[config.mk]
export PLATFORM = sky130hd
export DESIGN_NAME = plaintext_serializer
export DESIGN_NICKNAME = d
export VERILOG_FILES = /design/src/rtl/aes_pkg.sv /design/src/rtl/plaintext_serializer_fifo.sv /design/src/rtl/plaintext_serializer.sv
export SDC_FILE = /design/constraint.sdc
export NUM_CORES = 1
export LEC_CHECK = 0
export ABC_CLOCK_PERIOD_IN_PS = 11170
export BUFFER_PORTS_ARGS = -buffer_cell sky130_fd_sc_hd__buf_4
export CAP_MARGIN = 40
export CORE_MARGIN = 2
export CORE_UTILIZATION = 52
export CTS_CLUSTER_DIAMETER = 50
export CTS_CLUSTER_SIZE = 40
export DETAILED_ROUTE_END_ITERATION = 16
export PLACE_DENSITY = 0.86
export SLEW_MARGIN = 20
export SYNTH_ARGS = -nofsm -noshare
export SYNTH_HDL_FRONTEND = slang
export SYNTH_SLANG_ARGS = --single-unit
[constraint.sdc]
create_clock -name clk -period 11.17 [get_ports clk]
set_input_delay 1.117 -clock clk [delete_from_list [all_inputs] [get_ports clk]]
set_output_delay 1.117 -clock clk [all_outputs]
set_load 0.05 [all_outputs]
[src/rtl/aes_pkg.sv]
// -----------------------------------------------------------------------------
// aes_pkg
// Shared types and constants for the AES decryption datapath.
//   BLOCK_W / BYTE_W / BYTES_PER_BLOCK : block geometry
//   block_t, byte_t                    : data types
//   ser_state_t                        : plaintext serializer FSM states
//   block_byte()                       : byte lane selection within a block
// -----------------------------------------------------------------------------
package aes_pkg;

  localparam int BLOCK_W         = 128;
  localparam int BYTE_W          = 8;
  localparam int BYTES_PER_BLOCK = 16;

  typedef logic [BLOCK_W-1:0] block_t;
  typedef logic [BYTE_W-1:0]  byte_t;

  typedef enum logic {
    IDLE   = 1'b0,
    STREAM = 1'b1
  } ser_state_t;

  // Byte idx of a block; MSB-first maps idx 0 to bits [127:120].
  function automatic byte_t block_byte(input block_t blk, input logic [3:0] idx,
                                       input logic msb_first);
    logic [3:0] lane;
    if (msb_first) begin
      lane = 4'd15 - idx;
    end else begin
      lane = idx;
    end
    return blk[{lane, 3'b000} +: BYTE_W];
  endfunction

endpackage

[src/rtl/plaintext_serializer_fifo.sv]
// -----------------------------------------------------------------------------
// block_fifo
// Synchronous DEPTH x 128-bit FIFO, first-word fall-through.
//   clk, reset (sync, active-low) : clocking
//   wr_en / wr_data               : push (ignored when full unless popping)
//   rd_en / rd_data               : pop / current head
//   full, empty, count            : occupancy
// A push on a full FIFO is accepted only together with a pop, in which case
// the new word lands in the slot the head is vacating.
// -----------------------------------------------------------------------------
module block_fifo
  import aes_pkg::*;
#(
  parameter int DEPTH = 2
) (
  input  logic                   clk,
  input  logic                   reset,
  input  logic                   wr_en,
  input  block_t                 wr_data,
  input  logic                   rd_en,
  output block_t                 rd_data,
  output logic                   full,
  output logic                   empty,
  output logic [$clog2(DEPTH):0] count
);

  localparam int AW = $clog2(DEPTH);
  localparam int PW = AW + 1;

  block_t        mem_q [DEPTH];
  logic [PW-1:0] wr_ptr_q, wr_ptr_d;
  logic [PW-1:0] rd_ptr_q, rd_ptr_d;
  logic          rd_ok_s, wr_ok_s;

  assign count   = wr_ptr_q - rd_ptr_q;
  assign full    = (count == PW'(DEPTH));
  assign empty   = (count == '0);
  assign rd_ok_s = rd_en && !empty;
  assign wr_ok_s = wr_en && (!full || rd_ok_s);
  assign rd_data = mem_q[rd_ptr_q[AW-1:0]];

  // Next pointer values.
  always_comb begin
    wr_ptr_d = wr_ptr_q;
    rd_ptr_d = rd_ptr_q;
    if (wr_ok_s) begin
      wr_ptr_d = wr_ptr_q + PW'(1);
    end else begin
      wr_ptr_d = wr_ptr_q;
    end
    if (rd_ok_s) begin
      rd_ptr_d = rd_ptr_q + PW'(1);
    end else begin
      rd_ptr_d = rd_ptr_q;
    end
  end

  // Pointer registers.
  always_ff @(posedge clk) begin
    if (!reset) begin
      wr_ptr_q <= '0;
      rd_ptr_q <= '0;
    end else begin
      wr_ptr_q <= wr_ptr_d;
      rd_ptr_q <= rd_ptr_d;
    end
  end

  // Storage array; contents are don't-care until written.
  always_ff @(posedge clk) begin
    if (wr_ok_s) begin
      mem_q[wr_ptr_q[AW-1:0]] <= wr_data;
    end
  end

endmodule

[src/rtl/plaintext_serializer.sv]
// -----------------------------------------------------------------------------
// plaintext_serializer
// Captures each 128-bit plaintext block on the rising edge of done, buffers up
// to DEPTH blocks and streams them one byte per beat on a valid/ready port.
//   clk, reset (sync, active-low)
//   done, plaintext            : decryptor output (done may be level or pulse)
//   out_data/out_valid/out_last: byte stream, out_ready from consumer
//   busy                       : data buffered or being sent
//   overflow                   : sticky, a block was dropped on a full FIFO
// Optional macro PT_SER_STATS_EN adds blocks_sent[15:0] (wrapping count of
// completed blocks) and drop_count[7:0] (saturating count of dropped blocks).
// -----------------------------------------------------------------------------
module plaintext_serializer
  import aes_pkg::*;
#(
  parameter int DEPTH     = 2,
  parameter bit MSB_FIRST = 1'b1
) (
  input  logic        clk,
  input  logic        reset,
  input  logic        done,
  input  block_t      plaintext,
  output byte_t       out_data,
  output logic        out_valid,
  input  logic        out_ready,
  output logic        out_last,
  output logic        busy,
  output logic        overflow
`ifdef PT_SER_STATS_EN
  ,
  output logic [15:0] blocks_sent,
  output logic [7:0]  drop_count
`endif
);

  localparam int CW = $clog2(DEPTH) + 1;

  ser_state_t    state_q;
  logic [3:0]    idx_q;
  logic          out_valid_q, out_last_q;
  logic          done_q, overflow_q;

  block_t        fifo_head_s;
  logic          fifo_full_s, fifo_empty_s;
  logic [CW-1:0] fifo_count_s;
  logic          capture_s, accept_s, pop_s, fifo_wr_s, drop_s, more_s;

  assign capture_s = done && !done_q;
  assign accept_s  = out_valid_q && out_ready;
  assign pop_s     = accept_s && (idx_q == 4'd15);
  // A full FIFO still takes a capture when the head is popped on the same edge.
  assign fifo_wr_s = capture_s && (!fifo_full_s || pop_s);
  assign drop_s    = capture_s && fifo_full_s && !pop_s;
  // Blocks left after popping the head, counting a same-edge capture.
  assign more_s    = (fifo_count_s > CW'(1)) || fifo_wr_s;

  block_fifo #(.DEPTH(DEPTH)) u_fifo (
    .clk     (clk),
    .reset   (reset),
    .wr_en   (fifo_wr_s),
    .wr_data (plaintext),
    .rd_en   (pop_s),
    .rd_data (fifo_head_s),
    .full    (fifo_full_s),
    .empty   (fifo_empty_s),
    .count   (fifo_count_s)
  );

  // Head storage and idx are both registers and only move on an accepted
  // beat, so the selected byte holds steady while the consumer stalls.
  assign out_data  = out_valid_q ? block_byte(fifo_head_s, idx_q, MSB_FIRST) : 8'h00;
  assign out_valid = out_valid_q;
  assign out_last  = out_last_q;
  assign busy      = !fifo_empty_s || (state_q == STREAM);
  assign overflow  = overflow_q;

  // Done edge detector and sticky overflow flag.
  always_ff @(posedge clk) begin
    if (!reset) begin
      done_q     <= 1'b0;
      overflow_q <= 1'b0;
    end else begin
      done_q     <= done;
      overflow_q <= overflow_q || drop_s;
    end
  end

  // Stream FSM with registered valid/last and byte index.
  always_ff @(posedge clk) begin
    if (!reset) begin
      state_q     <= IDLE;
      idx_q       <= 4'd0;
      out_valid_q <= 1'b0;
      out_last_q  <= 1'b0;
    end else begin
      case (state_q)
        IDLE: begin
          idx_q      <= 4'd0;
          out_last_q <= 1'b0;
          if (!fifo_empty_s) begin
            state_q     <= STREAM;
            out_valid_q <= 1'b1;
          end else begin
            out_valid_q <= 1'b0;
          end
        end
        STREAM: begin
          if (accept_s) begin
            idx_q      <= idx_q + 4'd1;
            out_last_q <= (idx_q == 4'd14);
            if (pop_s && !more_s) begin
              state_q     <= IDLE;
              out_valid_q <= 1'b0;
            end
          end
        end
        default: begin
          state_q     <= IDLE;
          idx_q       <= 4'd0;
          out_valid_q <= 1'b0;
          out_last_q  <= 1'b0;
        end
      endcase
    end
  end

`ifdef PT_SER_STATS_EN
  logic [15:0] blocks_sent_q;
  logic [7:0]  drop_count_q;

  assign blocks_sent = blocks_sent_q;
  assign drop_count  = drop_count_q;

  // Completed-block counter (wrapping) and dropped-block counter (saturating).
  always_ff @(posedge clk) begin
    if (!reset) begin
      blocks_sent_q <= 16'h0000;
      drop_count_q  <= 8'h00;
    end else begin
      if (accept_s && out_last_q) begin
        blocks_sent_q <= blocks_sent_q + 16'h0001;
      end
      if (drop_s && (drop_count_q != 8'hFF)) begin
        drop_count_q <= drop_count_q + 8'h01;
      end
    end
  end
`endif

endmodule

==> impl_metrics.tcl <==
set metrics [dict create \
    crit_type "flip-flop to output port" \
    fin_util_pct 63.00 \
    pre_cts_ws_ns 7.347 \
    cts_resized 0 \
    grt_max_degree 58 \
    yosys_warnings 0 \
    hold_depth 2 \
    htreeDepth 1 \
    ios 144 \
    setup_viol 0 \
    reg2reg_to "u_fifo.mem_q[0][112]" \
    worstHoldStart "out_last" \
    yosysMostFrequentCell "edfxtp_1" \
    syn_nets 616 \
    synth_fa_ha_area_share_pct 0.3537 \
    cts-root-buf "clkbuf_16" \
    syn_inst 481 \
    slew_viol_final 0 \
    vias_per_cell 5.805 \
    r2r_slack_ns 7.83 \
    die_area_sq_um 21560 \
    dpl_cell_area_sq_um 11930 \
    reg2regPathDepth 6 \
    slowest_delay_ns 0.75 \
    synthDistinctLibCells 42 \
    synth_top_cells_by_area "edfxtp_1, mux4_1, mux4_2, dfxtp_1, mux2_2" \
    arrival_ns 3.20 \
    syn-cell-area_sq_um 10610 \
    start_util_pct 52.78 \
    synthSimpleGateAreaFrac_pct 1.391 \
    yosys.area_share.xor_xnor_pct 0.8490 \
    fin_worst_skew_ns 0.01506 \
    grt_pass1_wl_microns 31910 \
    synth_common_cells "edfxtp_1, mux4_1, mux4_2" \
    drt_iter0_drc 539 \
    multi_input_area_sq_um 2429 \
    cp-end-kind "output port" \
    nNetsFinal 763 \
    timing.rr.start "idx_q[2]" \
    rows 52 \
    max-clock-path-buffers 3 \
    gp_congestion 0.8403 \
    grtUsageTotal_pct 19.73 \
    postCtsHoldBufs 0 \
    drt_pre_antenna_iters 5 \
    antenna_found_initial 0 \
    setup_tns_ns 0 \
    ys_seq_elements 270 \
    leakage_uw 0.004315 \
    synth_largest_area_cell "edfxtp_1" \
    synth_ff_type "edfxtp_1" \
    cts_sinks 270 \
    status "complete, no violations" \
    die_h_microns 146.9 \
    cpMaxStageDelayCell "dfxtp_4" \
    vias 5288 \
    wire_per_inst_microns 22.94 \
    cts_buffers 20 \
    whs_ns 0.4889 \
    synth_top_family_by_area "multiplexers" \
    hold_end "out_last" \
    synth-seq-area-share_pct 75.09 \
    grt_pass1_vias 5691 \
    dp_hpwl_microns 14080 \
    drc 0 \
    ant_nets 0 \
    final_layout_size_suffix_gt1_share_pct 35.10 \
    stdcell_area_sq_um 12670 \
    hold_class "flip-flop to flip-flop" \
    wirelength_microns 20900 \
    yosysTopAreaCellShare_pct 72.44 \
    postCtsSetupBuffers 0 \
    path_cells "buf_4, mux4_1, a22oi_1, a31oi_1, buf_4" \
    setup_ws_ns 6.852 \
    cp.buffers_inverters 2 \
    ir_drop_mv 0.1405 \
    power_density_nw_per_um2 165.8 \
    crit_top_cell "buf_4" \
    fillers 1355 \
    critical_path_peak_fanout 37 \
    fmax_mhz 231.6 \
    seq_area_sq_um 7973 \
    die_w_microns 146.9 \
    synth_edf_count 256 \
    synth_compound_area_share_pct 3.360 \
    maxCapViolations 0 \
    cts_tree "done" \
    antenna_cells 0 \
    period_minus_slack_ns 4.318 \
    required_ns 10.05 \
    insertion_delay_ns 0.52 \
    rsz0062_at_grt "false" \
    hold_viol_final 0 \
    synth_mux_area_share_pct 16.88 \
    core_area_sq_um 20100 \
    postSynth.asyncResetShare_pct 0 \
    finalCritPeriodShare_pct 38.66 \
    portBuffers 143 \
    slew_headroom_pct 49.61 \
    grt_overflow 0 \
    worst_path_dominant_cell_family "buffers and inverters" \
    syn_to_final_growth_pct 19.36 \
    avgSynthCellArea_sq_um 22.06 \
    worst_pin_slew_ns 0.7559 \
    clkTransAtPathRegs_ns 0.08 \
    critPathLaunchType "flip-flop" \
]
-- final cells by class --
cell class	count	share of cell area (%)
Clock buffer	22	4.179
Tap cell	270	2.667
Timing Repair Buffer	151	9.207
Clock inverter	13	1.630
Inverter	6	0.1976
Sequential cell	270	62.95
Multi-Input combinational cell	179	19.17
-- registers in the layout, summed over array words and instances (netlist names), named ones only --
name / count
idx_q: 4
out_last: 1
state_q: 1
u_fifo.wr_ptr_q: 2
overflow: 1
u_fifo.mem_q: 256
out_valid: 1
u_fifo.rd_ptr_q: 2
done_q: 1
-- worst max-delay path by stage --
stage | to | slack, ns | cells past startpoint
2_1_floorplan | u_fifo.wr_ptr_q[1] | 0.003 | 5
3_3_place_gp | u_fifo.mem_q[0][114] | 7.38 | 6
3_5_place_dp | out_data[3] | 7.35 | 5
4_1_cts | out_data[4] | 6.77 | 5
5_1_grt | out_data[5] | 6.61 | 6
6_report | out_data[4] | 6.85 | 5
-- cells in the final DEF, fill, tap and decap left out, types with 4 or more instances in the layout --
master     instances
edfxtp_1         256
buf_4            148
mux4_1            39
clkbuf_16         21
mux4_2            18
mux2i_1           17
mux2_2            17
dfxtp_1           12
nor2_1             9
o21ai_0            8
o221ai_1           8
a31oi_1            8
a221oi_1           7
a22oi_1            7
inv_1              4
and2_1             4
nand2b_1           4
a21oi_1            4
-- worst register-to-register path, cell delays in order (launching register included) --
cell	delay [ns]
dfxtp_1	0.74
and2_1	0.35
a211oi_2	0.14
or3_1	0.40
inv_4	0.35
buf_12	0.30
buf_4	0.66
-- cells by family (layout without fill, tap and decap cells) --
family / Yosys count / after routing
buffers and inverters: 32 / 192
flip-flops: 270 / 270
AO/OA/AOI/OAI: 49 / 49
adder cells (fa/ha/maj): 3 / 3
XOR/XNOR: 7 / 7
AND/OR/NAND/NOR: 29 / 29
multiplexers: 91 / 91
-- routing by layer --
metal  wire, microns  GRT usage, %
met1            7960         25.48
met2           10630         33.83
met3            1695         4.503
met4             612         6.019
met5               0             0
-- per-stage QoR --
stage | std cells | total power (uW)
2_1_floorplan | 481 | 1261
3_3_place_gp | 873 | 1314
5_1_grt | 911 | 2159
6_report | 911 | 2100
4_1_cts | 911 | 2112
3_5_place_dp | 876 | 1325
-- report_power, final --
part / total, uW / internal (uW) / switching (uW)
sequential: 1180 / 1160 / 12.1
combinational: 125 / 60.0 / 64.9
clock: 799 / 431 / 368
Note: power is estimated with default switching activity, not from simulation.
